## src/rtl/vga_pkg.sv

```systemverilog
// Shared definitions for the VGA frame-synchronous control blocks.
//
// Contents:
//   - Output widths: PATTERN_W (pattern index) and SCROLL_W (scroll offset).
//   - Internal counter widths: DWELL_W (dwell timer) and BLANK_W (blanking counter).
//   - Bit positions of the fields packed into the raw cfg_in user pins.
//   - Sequencer state encoding (seq_state_e).
//   - Mapping from scroll step code to per-frame scroll increment.
package vga_pkg;

  localparam int unsigned PATTERN_W = 3;
  localparam int unsigned SCROLL_W  = 10;
  localparam int unsigned DWELL_W   = 10;
  localparam int unsigned BLANK_W   = 4;

  // cfg_in field positions
  localparam int unsigned CFG_AUTO     = 7;
  localparam int unsigned CFG_PAT_MSB  = 6;
  localparam int unsigned CFG_PAT_LSB  = 4;
  localparam int unsigned CFG_STEP_MSB = 3;
  localparam int unsigned CFG_STEP_LSB = 2;
  localparam int unsigned CFG_FREEZE   = 1;

  // Scroll increment per frame for each step code
  localparam logic [SCROLL_W-1:0] STEP_INC_0 = SCROLL_W'(0);
  localparam logic [SCROLL_W-1:0] STEP_INC_1 = SCROLL_W'(1);
  localparam logic [SCROLL_W-1:0] STEP_INC_2 = SCROLL_W'(2);
  localparam logic [SCROLL_W-1:0] STEP_INC_3 = SCROLL_W'(4);

  typedef enum logic [0:0] {
    StShow  = 1'b0,
    StBlank = 1'b1
  } seq_state_e;

  function automatic logic [SCROLL_W-1:0] step_inc(input logic [1:0] code);
    logic [SCROLL_W-1:0] inc;
    case (code)
      2'd0:    inc = STEP_INC_0;
      2'd1:    inc = STEP_INC_1;
      2'd2:    inc = STEP_INC_2;
      default: inc = STEP_INC_3;
    endcase
    return inc;
  endfunction

endpackage

```

## src/rtl/vga_frame_edge.sv

```systemverilog
// Frame edge detector: registers vsync and produces a registered one-clock
// frame_tick pulse the cycle after vsync becomes active. Reusable by any
// block that needs to act once per frame on the pixel clock.
//
// Ports:
//   clk        in   pixel clock
//   rst_n      in   asynchronous active-low reset
//   vsync      in   vertical sync, synchronous to clk
//   frame_tick out  one-cycle pulse per frame
module vga_frame_edge #(
  parameter logic VSYNC_ACTIVE = 1'b0
) (
  input  logic clk,
  input  logic rst_n,
  input  logic vsync,
  output logic frame_tick
);

  logic vsync_q;
  logic frame_tick_q;

  always_ff @(posedge clk or negedge rst_n) begin
    if (!rst_n) begin
      vsync_q      <= 1'b0;
      frame_tick_q <= 1'b0;
    end else begin
      vsync_q      <= vsync;
      frame_tick_q <= (vsync == VSYNC_ACTIVE) && (vsync_q != VSYNC_ACTIVE);
    end
  end

  assign frame_tick = frame_tick_q;

endmodule

```

## src/rtl/vga_pattern_sequencer.sv

```systemverilog
// Frame-synchronous test pattern sequencer. Chooses the pattern index and
// horizontal scroll offset used by the VGA pattern datapath, either on a
// dwell timer (auto mode) or from the manual pattern pins, and inserts
// BLANK_FRAMES blanked frames on every pattern change. All state advances
// only on the clock edge that ends a frame_tick cycle.
//
// Optional feature: define PATSEQ_FREEZE_EN to let cfg_in[1] freeze the
// sequencer (scroll, counters and state hold; frame_tick keeps pulsing).
//
// Ports:
//   clk          in   pixel clock
//   rst_n        in   asynchronous active-low reset
//   vsync        in   vertical sync, synchronous to clk
//   cfg_in[7:0]  in   raw user pins: [7] auto_en, [6:4] manual pattern,
//                     [3:2] scroll step code, [1] freeze (macro only)
//   pattern_sel  out  current pattern index
//   scroll       out  horizontal scroll offset
//   blank_req    out  datapath forces RGB to 0 while high
//   frame_tick   out  one-cycle pulse per frame
module vga_pattern_sequencer
  import vga_pkg::*;
#(
  parameter int unsigned NUM_PATTERNS = 6,
  parameter int unsigned DWELL_FRAMES = 60,
  parameter int unsigned BLANK_FRAMES = 2,
  parameter logic        VSYNC_ACTIVE = 1'b0
) (
  input  logic                 clk,
  input  logic                 rst_n,
  input  logic                 vsync,
  input  logic [7:0]           cfg_in,
  output logic [PATTERN_W-1:0] pattern_sel,
  output logic [SCROLL_W-1:0]  scroll,
  output logic                 blank_req,
  output logic                 frame_tick
);

  localparam logic [PATTERN_W-1:0] PAT_LAST   = PATTERN_W'(NUM_PATTERNS - 1);
  localparam logic [DWELL_W-1:0]   DWELL_LAST = DWELL_W'(DWELL_FRAMES - 1);
  // Unused when BLANK_FRAMES is 0; the wrapped value is never compared then.
  localparam logic [BLANK_W-1:0]   BLANK_LAST = BLANK_W'(BLANK_FRAMES - 1);

  // cfg_in synchronizer
  logic [7:0] cfg_meta_q;
  logic [7:0] cfg_s_q;

  always_ff @(posedge clk or negedge rst_n) begin
    if (!rst_n) begin
      cfg_meta_q <= '0;
      cfg_s_q    <= '0;
    end else begin
      cfg_meta_q <= cfg_in;
      cfg_s_q    <= cfg_meta_q;
    end
  end

  logic tick;

  vga_frame_edge #(
    .VSYNC_ACTIVE (VSYNC_ACTIVE)
  ) u_frame_edge (
    .clk        (clk),
    .rst_n      (rst_n),
    .vsync      (vsync),
    .frame_tick (tick)
  );

  // Decoded configuration
  logic                 auto_en;
  logic [PATTERN_W-1:0] cfg_pat;
  logic [PATTERN_W-1:0] target;
  logic [SCROLL_W-1:0]  inc;
  logic                 freeze;
  logic                 unused_cfg;

  assign auto_en = cfg_s_q[CFG_AUTO];
  assign cfg_pat = cfg_s_q[CFG_PAT_MSB:CFG_PAT_LSB];
  assign target  = (cfg_pat > PAT_LAST) ? PAT_LAST : cfg_pat;
  assign inc     = step_inc(cfg_s_q[CFG_STEP_MSB:CFG_STEP_LSB]);

`ifdef PATSEQ_FREEZE_EN
  assign freeze     = cfg_s_q[CFG_FREEZE];
  assign unused_cfg = cfg_s_q[0];
`else
  assign freeze     = 1'b0;
  assign unused_cfg = ^cfg_s_q[1:0];
`endif

  // Sequencer state
  seq_state_e           state_q, state_d;
  logic [PATTERN_W-1:0] pat_q, pat_d;
  logic [PATTERN_W-1:0] pending_q, pending_d;
  logic [SCROLL_W-1:0]  scroll_q, scroll_d;
  logic [DWELL_W-1:0]   dwell_q, dwell_d;
  logic [BLANK_W-1:0]   blank_q, blank_d;

  logic [PATTERN_W-1:0] pat_next;
  logic [PATTERN_W-1:0] want;
  logic                 change;

  assign pat_next = (pat_q == PAT_LAST) ? '0 : pat_q + PATTERN_W'(1);

  always_comb begin
    state_d   = state_q;
    pat_d     = pat_q;
    pending_d = pending_q;
    scroll_d  = scroll_q;
    dwell_d   = dwell_q;
    blank_d   = blank_q;
    want      = pending_q;
    change    = 1'b0;

    if (tick && !freeze) begin
      unique case (state_q)
        StShow: begin
          scroll_d = scroll_q + inc;
          if (auto_en) begin
            if (dwell_q == DWELL_LAST) begin
              dwell_d = '0;
              want    = pat_next;
              change  = 1'b1;
            end else begin
              dwell_d = dwell_q + DWELL_W'(1);
            end
          end else begin
            // Leaving auto mode clears the dwell timer on the same tick
            // that the manual compare is evaluated.
            dwell_d = '0;
            if (target != pat_q) begin
              want   = target;
              change = 1'b1;
            end
          end

          if (change) begin
            scroll_d = '0;
            if (BLANK_FRAMES == 0) begin
              pat_d = want;
            end else begin
              state_d   = StBlank;
              blank_d   = '0;
              pending_d = want;
            end
          end
        end

        StBlank: begin
          // pending is latched on entry; cfg is not looked at here.
          scroll_d = '0;
          if (blank_q == BLANK_LAST) begin
            pat_d   = pending_q;
            state_d = StShow;
            blank_d = '0;
          end else begin
            blank_d = blank_q + BLANK_W'(1);
          end
        end

        default: state_d = StShow;
      endcase
    end
  end

  always_ff @(posedge clk or negedge rst_n) begin
    if (!rst_n) begin
      state_q   <= StShow;
      pat_q     <= '0;
      pending_q <= '0;
      scroll_q  <= '0;
      dwell_q   <= '0;
      blank_q   <= '0;
    end else begin
      state_q   <= state_d;
      pat_q     <= pat_d;
      pending_q <= pending_d;
      scroll_q  <= scroll_d;
      dwell_q   <= dwell_d;
      blank_q   <= blank_d;
    end
  end

  assign pattern_sel = pat_q;
  assign scroll      = scroll_q;
  assign blank_req   = (state_q == StBlank);
  assign frame_tick  = tick;

endmodule

```

## config.mk

```make
export PLATFORM = sky130hd
export DESIGN_NAME = vga_pattern_sequencer
export DESIGN_NICKNAME = d
export VERILOG_FILES = /design/src/rtl/vga_pkg.sv /design/src/rtl/vga_frame_edge.sv /design/src/rtl/vga_pattern_sequencer.sv
export SDC_FILE = /design/constraint.sdc
export NUM_CORES = 1
export LEC_CHECK = 0
export CAP_MARGIN = 20
export CELL_PAD_IN_SITES_DETAIL_PLACEMENT = 1
export CELL_PAD_IN_SITES_GLOBAL_PLACEMENT = 2
export CORE_AREA = 2 2 83 85
export CTS_BUF_LIST = sky130_fd_sc_hd__clkbuf_4
export DETAILED_ROUTE_END_ITERATION = 8
export DIE_AREA = 0 0 85 87
export PLACE_DENSITY_LB_ADDON = 0.2
export SETUP_SLACK_MARGIN = 0.02
export SLEW_MARGIN = 20
export SYNTH_ARGS = -nofsm -noshare
export SYNTH_HDL_FRONTEND = slang
export SYNTH_SLANG_ARGS = --single-unit
```

## constraint.sdc

```tcl
create_clock -name clk -period 1.7 [get_ports clk]
set_input_delay 0.34 -clock clk [delete_from_list [all_inputs] [get_ports clk]]
set_output_delay 0.34 -clock clk [all_outputs]
set_load 0.02 [all_outputs]
```

==> results by group <==
Status
  – Outcome: finished, violations left
  – Failing checks: setup timing

Timing
  – Final hold viol count: 0
  – Final setup viols: 17
  – Max Fclk: between 500 and 600 MHz
  – Final Skew: 11.40 ps
  – Post-route setup slack: -199.4 ps
  – Slew HR: 71.36%
  – Slew @ Worst Pin: about 430 ps
  – Fin crit period: 1899 ps
  – RSZ-0062 raised after global routing: true
  – Final period util: 111.7%
  – Max Slew Vio Count: 0

Die
  – Chip width: between 80 and 90 um
  – DIE AREA: between 0.007 and 0.008 mm2
  – Core area: about 0.0066 mm2
  – I/O pins: 26
  – Starting density of the core: 32.90%
  – Die height: 87 um
  – Rows: 30

Synth
  – Avg Cell Area, Syn: approximately 11 um2
  – Post-synth cell types: 40
  – Syn Inst Count: about 200
  – Synth Cell Area: approximately 0.0022 mm2
  – Top area cells in the synthesized netlist: dfrtp_1, mux2_2, nor2_1
  – Warnings, synthesis: 0
  – Post-synth top area share: a little over half
  – Post-synth top area cell: dfrtp_1
  – Synthesis-stage register bit count: 45
  – Sequential-to-total area share from yosys stat: between 50% and 60%
  – Post-Synthesis Net Count: between 200 and 250

Power and ir drop
  – PD cells: between 1000 and 1500 mW/mm2
  – Worst vdd ir: ~0.45 mV
  – Leak pwr: 1.444 nW

Worst setup path
  – Cell mode on critical path: inv_2
  – Crit Path Category: reg2reg
  – Critical Path, Cell by Cell: nor2b_1, ha_2, inv_2, fa_2, inv_2, a21o_1, and4_1, o21ai_1, a22o_1
  – Worst Path Required: 1960 ps
  – Critical path data arrival time: 2160 ps
  – Delay of the slowest cell on the worst path: approximately 420 ps
  – Crit path launch type: register
  – Worst path slowest cell: dfrtp_1
  – Critical Path Fanout Max: 3
  – Setup crit end kind: register

Global routing
  – Largest net degree at the start of global routing: 30
  – Number of global-route vias before repair: 1714
  – First-pass GRT wire length: 8.073 mm
  – Grt ovf: 0
  – Initial antenna violation count: 0
  – Total track usage: 13.80%

Drt
  – DRC: 0
  – Via-to-Cell Ratio: 4.767
  – Final wirelength: about 4.9 mm
  – Post-DR wirelength/cell: roughly 14 um
  – DRT antenna net count: 0
  – Vias: approximately 1700
  – DR pass1 iterations: 2
  – Initial DRC count: a little under 80

CTS
  – TritonCTS Buffers: 5
  – CTS Buffer Depth: 2
  – CTS tree: yes
  – H-tree Lvls: 2
  – CTS root buf: clkbuf_4
  – Worst-Skew Late Latency: between 300 and 400 ps
  – Clk sink count: between 40 and 50
  – Clock transition at path regs: 140 ps

Layout
  – Final Non-Filler Cells: roughly 350
  – Commonest non-fill, non-tap cells in the layout: dfrtp_1, buf_4, nor2_1
  – Layout cells sized above 1: between 30 and 40%
  – Ant diodes: 0
  – Number of fill cells in the layout: approximately 720
  – Net count, final: 285
  – Final core area utilization: roughly 46%
  – Most common cell after layout, fill and taps aside: dfrtp_1
  – Area growth syn-to-layout: 38.56%

Placed design
  – I/O Buffers: 23
  – Gp weighted congestion: between 0.7 and 0.8
  – Post-place setup slack: -164.2 ps
  – Cell Count Post-Placement: ~330
  – DP HPWL: 3.483 mm

Hold path
  – Hold/Removal Path Class: reg2reg

Run
  – MaxCap Viol Count: 0
-- state kept, by name (all words and copies together) (netlist names) --
register / count
cfg_meta_q: 6
cfg_s_q: 6
blank_req: 1
scroll: 10
blank_q: 4
u_frame_edge.vsync_q: 1
dwell_q: 10
pending_q: 3
u_frame_edge.frame_tick: 1
pattern_sel: 3
-- per-layer routing --
metal	global-route usage (%)	wire, um	vias up
li1	-	-	827
met4	4.329	62	0
met3	3.318	138	5
met1	17.35	2234	810
met2	23.51	2491	17
met5	0	0	-
-- critical path: cells and delay by family, from the launching register on --
kind	cells	cell delay, ps
flip-flops	1	420
AO/OA/AOI/OAI	3	400
AND/OR/NAND/NOR	2	340
buffers and inverters	2	100
adder cells (fa/ha/maj)	2	540
-- report_power, final --
part | leakage (nW) | internal [mW] | total, mW | switching (mW)
Clock | 0.0459 | 0.329 | 0.682 | 0.353
Sequential | 0.565 | 1.25 | 1.43 | 0.178
Combinational | 0.833 | 0.599 | 1.14 | 0.537
-- cell type report --
class,count,area [um2],area share (%)
well taps,80,100.1,3.343
clock inverters,2,38.79,1.295
multi-input cells,140,1090,36.40
inverters,9,33.78,1.128
clock buffers,6,45.04,1.504
flip-flops and latches,45,1131,37.78
repair buffers,66,555.5,18.55
-- logic make-up after synthesis --
group	synth area share [%]
XOR/XNOR	5.269
adder cells (fa/ha/maj)	4.401
multiplexers	5.096
AO/OA/AOI/OAI	12.10
AND/OR/NAND/NOR	17.31
buffers and inverters	3.706
flip-flops	52.11
-- final timing paths --
path / from / endpoint / slack (ps) / cells past startpoint
max in group asynchronous: rst_n / pattern_sel[0] / 760 / 3
min in group asynchronous: rst_n / blank_q[0] / 440 / 2
worst min-delay path: cfg_meta_q[6] / cfg_s_q[6] / 370 / 0
worst max-delay path: cfg_s_q[3] / scroll[6] / -200 / 9
worst min register to register: cfg_meta_q[6] / cfg_s_q[6] / 370 / 0
worst max register to register: cfg_s_q[3] / scroll[6] / -200 / 9
-- cells in the mapped netlist (all sizes together) --
cell type  count
o22ai          2
or3            2
nor3           5
a22o           6
nand3          4
buf            7
ha             6
a211oi         2
a21oi          6
xor2           7
and3           2
nand4          4
o21ai         11
a41oi          1
nor2b          6
and3b          1
nor4           2
and2           4
and4           2
nor2          22
o2bb2ai        2
a31o           1
mux2i          2
mux2           8
a21o           3
o31ai          2
dfrtp         45
xnor2          6
fa             1
nand2b         3
nand2         17
inv            9
-- metrics by stage --
step	area [um2]	power, mW	hold WS (ps)	TNS (ps)
2_1_floorplan	2195	2.017	44.41	-616.8
3_3_place_gp	2746	2.451	306.2	-695.4
3_5_place_dp	2746	2.476	308.3	-883.5
4_1_cts	2868	3.169	370.3	-1233
5_1_grt	2994	3.475	368.7	-3235
6_report	2994	3.245	366.3	-1622
-- timing repair --
item / CTS / global route
hold endpoints to repair: 16 / 0
resized for setup: 23 / 30
hold buffers: 1 / 0
endpoints found under the setup margin: 32 / 26
setup buffers: 2 / 5
pin swaps: 7 / 6
(Power assumes the default switching activity.)
